`config.mk`:
```
export PLATFORM = sky130hd
export DESIGN_NAME = control_pipe_flat
export DESIGN_NICKNAME = d
export VERILOG_FILES = /design/src/rtl/mips_ctrl_pkg.sv /design/src/rtl/control_pipe_if.sv /design/src/rtl/hazard_unit.sv /design/src/rtl/control_pipe.sv /design/src/flat_wrapper.sv
export SDC_FILE = /design/constraint.sdc
export NUM_CORES = 1
export LEC_CHECK = 0
export ABC_AREA = 1
export CAP_MARGIN = 20
export CORE_ASPECT_RATIO = 1.4
export CORE_MARGIN = 5
export CORE_UTILIZATION = 25
export CTS_BUF_LIST = sky130_fd_sc_hd__clkbuf_4 sky130_fd_sc_hd__clkbuf_8
export DETAILED_ROUTE_END_ITERATION = 12
export GPL_TIMING_DRIVEN = 1
export PLACE_DENSITY_LB_ADDON = 0.25
export SYNTH_ARGS = -nofsm -noshare
export SYNTH_HDL_FRONTEND = slang
export SYNTH_SLANG_ARGS = --single-unit
export TNS_END_PERCENT = 10
```
`constraint.sdc`:
```
create_clock -name clk -period 3.5 [get_ports clk]
set_input_delay 0.7 -clock clk [delete_from_list [all_inputs] [get_ports clk]]
set_output_delay 0.7 -clock clk [all_outputs]
set_load 0.05 [all_outputs]
```
`src/rtl/mips_ctrl_pkg.sv`:
```
// Shared control-word definitions for the MIPS decoder and the control pipeline.
// Holds the 12-bit control-word bit positions and field ranges, the LdSize and
// forwarding-select codes, the bubble word, and small helpers used by both sides.
package mips_ctrl_pkg;

  localparam int unsigned CW   = 12;
  localparam int unsigned REGW = 5;

  // Field widths as presented per stage
  localparam int unsigned exW  = 4;
  localparam int unsigned memW = 6;
  localparam int unsigned wbW  = 2;

  // Field ranges inside the control word
  localparam int unsigned exHi  = 11;
  localparam int unsigned exLo  = 8;
  localparam int unsigned memHi = 7;
  localparam int unsigned memLo = 2;

  // Individual control bits
  localparam int unsigned bitRegDst   = 11;
  localparam int unsigned bitAluSrc   = 8;
  localparam int unsigned bitMemRead  = 6;
  localparam int unsigned bitMemWrite = 5;
  localparam int unsigned bitRegWrite = 1;
  localparam int unsigned bitMemToReg = 0;

  localparam logic [CW-1:0] BUBBLE = '0;

  typedef enum logic [1:0] {
    ldWord = 2'b00,
    ldByte = 2'b01,
    ldHalf = 2'b10
  } ldSize_e;

  typedef enum logic [1:0] {
    fwdRegFile = 2'b00,
    fwdMemWb   = 2'b01,
    fwdExMem   = 2'b10
  } fwdSel_e;

  // Instructions that do not write a register carry no meaningful RegDst/MemToReg;
  // forcing them low keeps the stored state deterministic.
  function automatic logic [CW-1:0] sanitise(input logic [CW-1:0] w);
    logic [CW-1:0] s;
    s = w;
    if (!w[bitRegWrite]) begin
      s[bitRegDst]   = 1'b0;
      s[bitMemToReg] = 1'b0;
    end
    return s;
  endfunction

  // True when a (non-zero) destination is one of the registers the reader uses.
  function automatic logic regHit(input logic [REGW-1:0] dest,
                                  input logic [REGW-1:0] rs,
                                  input logic [REGW-1:0] rt,
                                  input logic            useRt);
    return (dest != '0) && ((dest == rs) || (useRt && (dest == rt)));
  endfunction

endpackage

```
`src/rtl/control_pipe_if.sv`:
```
// Handshake bundle between the decoder/datapath and control_pipe.
// in*  : ID-stage control word, rs, rt, destination, and MEM-stage branch-taken.
// out* : stall request, per-stage control fields, MEM/WB destination, forward selects.
// Modports: master (decoder/datapath side), slave (control_pipe).
interface control_pipe_if;
  import mips_ctrl_pkg::*;

  logic [CW-1:0]   inControl;
  logic [REGW-1:0] inRs;
  logic [REGW-1:0] inRt;
  logic [REGW-1:0] inDest;
  logic            inBranchTaken;
  logic            outStall;
  logic [exW-1:0]  outExCtrl;
  logic [memW-1:0] outMemCtrl;
  logic [wbW-1:0]  outWbCtrl;
  logic [REGW-1:0] outWbDest;
  logic [1:0]      outFwdA;
  logic [1:0]      outFwdB;

  modport master (
    output inControl, inRs, inRt, inDest, inBranchTaken,
    input  outStall, outExCtrl, outMemCtrl, outWbCtrl, outWbDest, outFwdA, outFwdB
  );

  modport slave (
    input  inControl, inRs, inRt, inDest, inBranchTaken,
    output outStall, outExCtrl, outMemCtrl, outWbCtrl, outWbDest, outFwdA, outFwdB
  );
endinterface

```
`src/rtl/hazard_unit.sv`:
```
// Combinational hazard detection and operand-forward selection.
// Inputs : ID-stage operand-use bits and rs/rt, ID/EX load/write flags, rs/rt/dest,
//          EX/MEM and MEM/WB write flags and dests, branch-taken.
// Outputs: stall (already masked by branch-taken), fwdA/fwdB operand selects.
// Build option FORWARDING_EN: forwarding muxes built, only load-use stalls;
// otherwise every pending EX or MEM write to a used source stalls and selects are 00.
module hazard_unit
  import mips_ctrl_pkg::*;
(
  input  logic            idAluSrc,
  input  logic            idMemWrite,
  input  logic [REGW-1:0] idRs,
  input  logic [REGW-1:0] idRt,
  input  logic            exMemRead,
  input  logic            exRegWrite,
  input  logic [REGW-1:0] exRs,
  input  logic [REGW-1:0] exRt,
  input  logic [REGW-1:0] exDest,
  input  logic            memRegWrite,
  input  logic [REGW-1:0] memDest,
  input  logic            wbRegWrite,
  input  logic [REGW-1:0] wbDest,
  input  logic            branchTaken,
  output logic            stall,
  output logic [1:0]      fwdA,
  output logic [1:0]      fwdB
);

  logic idUsesRt;
  logic loadUse;
  logic rawHazard;

`ifdef FORWARDING_EN
  // EX/MEM holds the younger result, so it wins over MEM/WB.
  function automatic logic [1:0] fwdSel(input logic [REGW-1:0] src);
    fwdSel_e sel;
    sel = fwdRegFile;
    if (src != '0) begin
      if (memRegWrite && (memDest == src)) begin
        sel = fwdExMem;
      end else if (wbRegWrite && (wbDest == src)) begin
        sel = fwdMemWb;
      end
    end
    return sel;
  endfunction

  logic unusedNoFwd;
  assign unusedNoFwd = exRegWrite;
`else
  logic unusedFwd;
  assign unusedFwd = ^{exRs, exRt, wbRegWrite, wbDest};
`endif

  always_comb begin
    idUsesRt = ~idAluSrc | idMemWrite;
    loadUse  = exMemRead & regHit(exDest, idRs, idRt, idUsesRt);
`ifdef FORWARDING_EN
    rawHazard = loadUse;
    fwdA      = fwdSel(exRs);
    fwdB      = fwdSel(exRt);
`else
    // MEM/WB is excluded: the register file writes before it is read.
    rawHazard = loadUse
              | (exRegWrite  & regHit(exDest,  idRs, idRt, idUsesRt))
              | (memRegWrite & regHit(memDest, idRs, idRt, idUsesRt));
    fwdA      = fwdRegFile;
    fwdB      = fwdRegFile;
`endif
    // A taken branch flushes the ID instruction anyway, so holding it is pointless.
    stall = rawHazard & ~branchTaken;
  end

endmodule

```
`src/rtl/control_pipe.sv`:
```
// Control pipeline of the 5-stage MIPS core: stages the decoder's 12-bit control word
// and register numbers through ID/EX, EX/MEM and MEM/WB, inserts bubbles on hazards
// and flushes on taken branches.
// Ports: clk, rst (async, active-low), bus (control_pipe_if.slave) carrying the ID
// control word/rs/rt/dest, branch-taken, stall, per-stage fields and forward selects.
// Build option FORWARDING_EN enables operand forwarding (see hazard_unit).
module control_pipe
  import mips_ctrl_pkg::*;
(
  input logic           clk,
  input logic           rst,
  control_pipe_if.slave bus
);

  // ID/EX keeps the whole word; later stages keep only the fields still needed.
  logic [CW-1:0]        idExCtrlQ, idExCtrlD;
  logic [REGW-1:0]      idExRsQ, idExRsD;
  logic [REGW-1:0]      idExRtQ, idExRtD;
  logic [REGW-1:0]      idExDestQ, idExDestD;
  logic [memW+wbW-1:0]  exMemCtrlQ, exMemCtrlD;
  logic [REGW-1:0]      exMemDestQ, exMemDestD;
  logic [wbW-1:0]       memWbCtrlQ, memWbCtrlD;
  logic [REGW-1:0]      memWbDestQ, memWbDestD;
  logic                 stall;

  hazard_unit u_hazard (
    .idAluSrc    (bus.inControl[bitAluSrc]),
    .idMemWrite  (bus.inControl[bitMemWrite]),
    .idRs        (bus.inRs),
    .idRt        (bus.inRt),
    .exMemRead   (idExCtrlQ[bitMemRead]),
    .exRegWrite  (idExCtrlQ[bitRegWrite]),
    .exRs        (idExRsQ),
    .exRt        (idExRtQ),
    .exDest      (idExDestQ),
    .memRegWrite (exMemCtrlQ[bitRegWrite]),
    .memDest     (exMemDestQ),
    .wbRegWrite  (memWbCtrlQ[bitRegWrite]),
    .wbDest      (memWbDestQ),
    .branchTaken (bus.inBranchTaken),
    .stall       (stall),
    .fwdA        (bus.outFwdA),
    .fwdB        (bus.outFwdB)
  );

  always_comb begin
    idExCtrlD  = sanitise(bus.inControl);
    idExRsD    = bus.inRs;
    idExRtD    = bus.inRt;
    idExDestD  = bus.inDest;
    exMemCtrlD = idExCtrlQ[memHi:0];
    exMemDestD = idExDestQ;
    memWbCtrlD = exMemCtrlQ[wbW-1:0];
    memWbDestD = exMemDestQ;

    // stall is already low during a flush, so flush always selects the bubble here too.
    if (bus.inBranchTaken || stall) begin
      idExCtrlD = BUBBLE;
      idExRsD   = '0;
      idExRtD   = '0;
      idExDestD = '0;
    end
    if (bus.inBranchTaken) begin
      exMemCtrlD = '0;
      exMemDestD = '0;
    end
  end

  always_ff @(posedge clk or negedge rst) begin
    if (!rst) begin
      idExCtrlQ  <= BUBBLE;
      idExRsQ    <= '0;
      idExRtQ    <= '0;
      idExDestQ  <= '0;
      exMemCtrlQ <= '0;
      exMemDestQ <= '0;
      memWbCtrlQ <= '0;
      memWbDestQ <= '0;
    end else begin
      idExCtrlQ  <= idExCtrlD;
      idExRsQ    <= idExRsD;
      idExRtQ    <= idExRtD;
      idExDestQ  <= idExDestD;
      exMemCtrlQ <= exMemCtrlD;
      exMemDestQ <= exMemDestD;
      memWbCtrlQ <= memWbCtrlD;
      memWbDestQ <= memWbDestD;
    end
  end

  assign bus.outStall   = stall;
  assign bus.outExCtrl  = idExCtrlQ[exHi:exLo];
  assign bus.outMemCtrl = exMemCtrlQ[memHi:memLo];
  assign bus.outWbCtrl  = memWbCtrlQ;
  assign bus.outWbDest  = memWbDestQ;

endmodule

```
`src/flat_wrapper.sv`:
```
// flat-port wrapper written by rule: the top's interface ports become plain ports
module control_pipe_flat import mips_ctrl_pkg::*;
  (clk, rst, bus_inControl, bus_inRs, bus_inRt, bus_inDest, bus_inBranchTaken, bus_outStall, bus_outExCtrl, bus_outMemCtrl, bus_outWbCtrl, bus_outWbDest, bus_outFwdA, bus_outFwdB);
  control_pipe_if bus_i ();
  input logic clk;
  input logic rst;
  input wire logic [$bits(bus_i.inControl)-1:0] bus_inControl;
  input wire logic [$bits(bus_i.inRs)-1:0] bus_inRs;
  input wire logic [$bits(bus_i.inRt)-1:0] bus_inRt;
  input wire logic [$bits(bus_i.inDest)-1:0] bus_inDest;
  input wire logic [$bits(bus_i.inBranchTaken)-1:0] bus_inBranchTaken;
  output wire logic [$bits(bus_i.outStall)-1:0] bus_outStall;
  output wire logic [$bits(bus_i.outExCtrl)-1:0] bus_outExCtrl;
  output wire logic [$bits(bus_i.outMemCtrl)-1:0] bus_outMemCtrl;
  output wire logic [$bits(bus_i.outWbCtrl)-1:0] bus_outWbCtrl;
  output wire logic [$bits(bus_i.outWbDest)-1:0] bus_outWbDest;
  output wire logic [$bits(bus_i.outFwdA)-1:0] bus_outFwdA;
  output wire logic [$bits(bus_i.outFwdB)-1:0] bus_outFwdB;
  assign bus_i.inControl = bus_inControl;
  assign bus_i.inRs = bus_inRs;
  assign bus_i.inRt = bus_inRt;
  assign bus_i.inDest = bus_inDest;
  assign bus_i.inBranchTaken = bus_inBranchTaken;
  assign bus_outStall = bus_i.outStall;
  assign bus_outExCtrl = bus_i.outExCtrl;
  assign bus_outMemCtrl = bus_i.outMemCtrl;
  assign bus_outWbCtrl = bus_i.outWbCtrl;
  assign bus_outWbDest = bus_i.outWbDest;
  assign bus_outFwdA = bus_i.outFwdA;
  assign bus_outFwdB = bus_i.outFwdB;
  control_pipe u_core (.clk(clk), .rst(rst), .bus(bus_i));
endmodule
```
# Yosys cells after proc, flatten, opt, wreduce, memory -nomap -nowiden
# Cells that the tools add are included.
dict set report totals {
  register_bits 37
  output_inout_bits 22
  input_bits 30
}
dict set report op_classes {
  mux 6
  n_bitwise 9
  eq_ne 4
  n_reduce_logical 9
}
# operator n
set op_table {}
lappend op_table {{$eq 5x5->1} 4}
lappend op_table {{$mux 12} 1}
lappend op_table {{$mux 5} 2}
lappend op_table {{$reduce_bool 5->1} 2}
lappend op_table {{$mux 8} 1}
lappend op_table {{$and 1x1->1} 4}
lappend op_table {{$logic_and 1x1->1} 4}
lappend op_table {{$logic_or 1x1->1} 3}
lappend op_table {{$or 1x1->1} 3}
lappend op_table {{$mux 1} 2}
lappend op_table {{$not 1->1} 2}

# Logic depth before layout (Yosys ltp)
dict set report depth {
  word_depth 11
  depth_mapped 10
}

# By module
# From an unflattened synthesis, not the netlist that was laid out.
dict set report unflattened {
  hier_cells 245
  hier_area_um2 2034.5
}
# mod area_each_um2 seq_area_each_um2 instances cells_per_inst
set modules_own_cells {}
lappend modules_own_cells {control_pipe 1597.8 1176.1 1 143}
lappend modules_own_cells {hazard_unit 436.7 0.0 1 102}

# Least setup slack after synthesis
# No wires, ideal clock.
dict set report synth_path {
  kind {input to output}
  startpoint {input port bus_inControl[5]}
  endpoint {output port bus_outStall}
  t_arrival_ps 1915
  path_stages 8
  n_path_buf 0
  slack_ps 885
  path_cell_list {inv_1 -> nand2_1 -> nand2_1 -> nor2_1 -> nand3_1 -> nand2_1 -> nand2_1 -> a21oi_1}
}
dict set report synth_via {
  elab_chain_cells 8
  elab_cells_between_ends 13
  classes_between {bitwise (7); reduce/logical (6)}
}
# element line
set synth_lines {}
lappend synth_lines {{from (decl)} flat_wrapper.sv:7} ;# input wire logic [$bits(bus_i.inControl)-1:0] bus_inControl;
lappend synth_lines {{$or 1x1->1 (*)} hazard_unit.sv:56} ;# idUsesRt = ~idAluSrc | idMemWrite;
lappend synth_lines {{$logic_and 1x1->1} mips_ctrl_pkg.sv:59} ;# return (dest != '0) && ((dest == rs) || (useRt && (dest == rt)));
lappend synth_lines {{$logic_or 1x1->1} mips_ctrl_pkg.sv:59}
lappend synth_lines {{$logic_and 1x1->1} mips_ctrl_pkg.sv:59}
lappend synth_lines {{$and 1x1->1 (on tied branches)} {hazard_unit.sv:57, hazard_unit.sv:65}}
lappend synth_lines {{$or 1x1->1} hazard_unit.sv:65} ;# | (exRegWrite & regHit(exDest, idRs, idRt, idUsesRt))
lappend synth_lines {{$or 1x1->1 (*)} hazard_unit.sv:66} ;# | (memRegWrite & regHit(memDest, idRs, idRt, idUsesRt));
lappend synth_lines {{$and 1x1->1 (*)} hazard_unit.sv:71} ;# stall = rawHazard & ~branchTaken;
lappend synth_lines {{to (decl)} flat_wrapper.sv:12} ;# output wire logic [$bits(bus_i.outStall)-1:0] bus_outStall;
# Every way passes the cells marked *; elsewhere a longest branch is shown, timed or not.

# Final worst setup path
dict set report layout_path {
  startpoint {input port bus_inRt[0]}
  endpoint {output port bus_outStall}
}
dict set report layout_via {
  elab_chain_cells 8
  elab_cells_between_ends 14
  classes_between {eq/ne (2); bitwise (6); reduce/logical (6)}
}
# element line
set layout_lines {}
lappend layout_lines {{from (decl)} flat_wrapper.sv:9} ;# input wire logic [$bits(bus_i.inRt)-1:0] bus_inRt;
lappend layout_lines {{$eq 5x5->1} mips_ctrl_pkg.sv:59}
lappend layout_lines {{$logic_and 1x1->1} mips_ctrl_pkg.sv:59}
lappend layout_lines {{$logic_or 1x1->1} mips_ctrl_pkg.sv:59}
lappend layout_lines {{$logic_and 1x1->1} mips_ctrl_pkg.sv:59}
lappend layout_lines {{$and 1x1->1 (on tied branches)} {hazard_unit.sv:57, hazard_unit.sv:65}}
lappend layout_lines {{$or 1x1->1} hazard_unit.sv:65}
lappend layout_lines {{$or 1x1->1 (*)} hazard_unit.sv:66}
lappend layout_lines {{$and 1x1->1 (*)} hazard_unit.sv:71}
# Marks and branches as above.

==> flow_summary.toml <==
[placement]
numPlacedInstances = 337
gp_congestion = 0.8726
place.port_buffers = 47
place_hpwl_um = 2820
dpl_cell_area_sq_um = 2200

[logic_synthesis]
seq_area_frac_synth_pct = 53.90
synth_area_per_cell_sq_um = 8.142
yosys.cell_types.count = 20
synthesized_netlist_cell_count = 211
synth-seq-cells = 37
syn-cell-area_sq_um = 1718
synth-warning-count = 0

[floorplanning]
overall_die_area_sq_um = 8653
num_io_pins = 52
initial_core_util_pct = 25.81
core_sq_um = 6656
fp.dieW_um = 80.06
std_cell_rows = 35
die_y_extent_um = 108.1

[clocking]
clkLatencyLatePin_ns = 0.28
cts_buffer_depth = 2
cts_sinks = 37
cts_root_buf = "sky130_fd_sc_hd__clkbuf_8"
clk_transition_reported_paths_ns = 0.07
number_of_clock_buffers_inserted_by_tritoncts = 5
cts_tree = "done"
post_cts.repair.setup_buffers = 0
cts.repair.resized = 0
cts_hold_buf = 0
h-tree-depth = 2

[routing]
avgViaCountPerCell = 3.846
drt.antenna.violating_nets = 0
post_drt_wl_per_cell_um = 10.65
route.final.wire_length_um = 3675
drtIter0Drc = 47
vias = 1327
detail_route.drc_violations = 0
detail_route.first_pass.iterations = 4

[critical_path]
worst-path-max-fanout = 3
critical_path_start = "bus_inRt[0]"
setup.worst_path.end_class = "output port"
worst_ep_required_time_ns = 2.80
setup.worst_path.class = "in -> out"
r2r_start = "u_core.idExDestQ[2]$_DFF_PN0_"
startpoint_type = "input port"
timing.critical_path.arrival_ns = 2.23

[global_route]
groute.usage.overall_pct = 9.168
grt_pass1_vias = 1374
grt_pass1_wl_um = 5989
globalRouteOverflowTotal = 0
grt_max_degree = 38
number_of_antenna_violations_at_the_first_check_in_global_routing = 0

[finish]
drive_gt1_share_pct = 9.486
layout.filler_cells = 728
seqCellArea_sq_um = 925.9
finalInstanceArea_sq_um = 2291
end_of_flow_core_utilization_pct = 34.42
multiInputGateArea_sq_um = 503.0
areaGrowthSynthToFinish_pct = 33.36
post_layout_nonfiller_instances = 345
mostFrequentLayoutCells = "sky130_fd_sc_hd__nand2_1, sky130_fd_sc_hd__inv_1, sky130_fd_sc_hd__clkdlybuf4s50_1"
layout_commonest_cell = "sky130_fd_sc_hd__nand2_1"
antenna_cells_inserted = 0
final_net_count = 282

[sta]
timing_worst_slew_pin_value_ns = 0.8170
min_period_ns = 2.935
rsz_0062_raised_after_global_routing = "no"
achievable-frequency_mhz = 340.7
share_of_the_clock_period_used_by_the_worst_path_pct = 83.85
finalSetupViolations = 0
clock_skew_ns = 0.007643
setup_total_negative_slack_ns = 0
hold_viol_final = 0
report.final.slew_viol_count = 0
slew_headroom_pct = 45.54

[pwr]
power_per_cell_area_nw_per_um2 = 408.8
worst_ir_drop_vdd_mv = 0.1524
leakagePower_nw = 1.198

[worst_hold_path]
worst_hold_startpoint = "u_core.exMemCtrlQ[0]$_DFF_PN0_"
hold_path.class = "reg -> reg"

[flow_run]
maxCapViolCount = 0

[run_status]
status = "finished, final reports clean"
-- registers in the layout, indices dropped and copies added, names as in the netlist --
signal,count
u_core.exMemCtrlQ,8
u_core.exMemDestQ,5
u_core.idExCtrlQ,12
u_core.bus.outWbCtrl,2
u_core.bus.outWbDest,5
u_core.idExDestQ,5
-- final cells by class --
cell class / instances / share of cell area [%]
clock buffer: 8 / 3.987
inverter: 46 / 7.537
multi-input combinational: 114 / 21.96
sequential: 37 / 40.42
tap: 92 / 5.025
timing repair buffer: 48 / 21.08
-- layer usage --
layer	global-route usage, %	part of all wire, %
met5	0	0
met4	5.314	2.9
met3	2.250	5.5
met2	16.47	51
met1	9.499	40
-- cell usage after synthesis --
library cell               count  area share, %
sky130_fd_sc_hd__nand2_1      52             11
sky130_fd_sc_hd__inv_1        45            9.8
sky130_fd_sc_hd__dfrtp_1      37             54
sky130_fd_sc_hd__nor2_1       30            6.6
sky130_fd_sc_hd__buf_4        15            6.6
sky130_fd_sc_hd__nor2_2        9            3.3
sky130_fd_sc_hd__nand3_1       5            1.5
sky130_fd_sc_hd__a21oi_1       3           0.87
sky130_fd_sc_hd__o21ai_0       2           0.58
sky130_fd_sc_hd__o21ai_1       2           0.58
sky130_fd_sc_hd__xnor2_1       2            1.0
sky130_fd_sc_hd__buf_6         1           0.66
sky130_fd_sc_hd__clkbuf_1      1           0.22
sky130_fd_sc_hd__conb_1        1           0.22
sky130_fd_sc_hd__inv_2         1           0.22
sky130_fd_sc_hd__nand2_2       1           0.36
sky130_fd_sc_hd__nand3_4       1            1.0
sky130_fd_sc_hd__nand4_1       1           0.36
sky130_fd_sc_hd__nor2_4        1           0.66
sky130_fd_sc_hd__nor3_1        1           0.29
-- stage by stage --
stage	setup slack, ns	total power [mW]	hold slack (ns)
floorplan	0.8850	0.5726	0.3312
global placement	0.5112	0.6375	0.3352
detailed placement	0.5688	0.6380	0.3458
CTS	0.5438	0.9507	0.3632
global route	0.3863	0.9871	0.3615
finish	0.5652	0.9365	0.3591
-- worst paths after layout --
check                                                    end  slack, ns  cells past startpoint
setup reg to reg               u_core.idExDestQ[2]$_DFF_PN0_       1.98                      7
hold / removal             u_core.bus.outWbCtrl[0]$_DFF_PN0_       0.36                      0
max in group asynchronous     u_core.exMemCtrlQ[0]$_DFF_PN0_       2.48                      1
min in group asynchronous     u_core.idExCtrlQ[10]$_DFF_PN0_       0.50                      1
hold reg to reg            u_core.bus.outWbCtrl[0]$_DFF_PN0_       0.36                      0
setup / recovery                                bus_outStall       0.57                     10
-- power by group --
group / switching, mW / total, mW / internal, mW
sequential: 0.0103 / 0.458 / 0.447
combinational: 0.102 / 0.169 / 0.0665
clock: 0.145 / 0.310 / 0.165
-- logic make-up after synthesis --
logic type	share of synthesized area, %
buffers and inverters	17.48
flip-flops	53.90
AO/OA/AOI/OAI	2.039
other	0.2183
AND/OR/NAND/NOR	25.35
XOR/XNOR	1.020
-- critical path, stage by stage --
cell and delay [ns]:
sky130_fd_sc_hd__clkdlybuf4s50_1 0.53, sky130_fd_sc_hd__inv_1 0.07, sky130_fd_sc_hd__nand2_1 0.06, sky130_fd_sc_hd__nand2_1 0.07, sky130_fd_sc_hd__nor2_1 0.10, sky130_fd_sc_hd__nand3_1 0.08
sky130_fd_sc_hd__nand2_1 0.07, sky130_fd_sc_hd__nand2_1 0.11, sky130_fd_sc_hd__a21oi_1 0.28, sky130_fd_sc_hd__buf_12 0.18
Power figures use the tool's default switching activity.
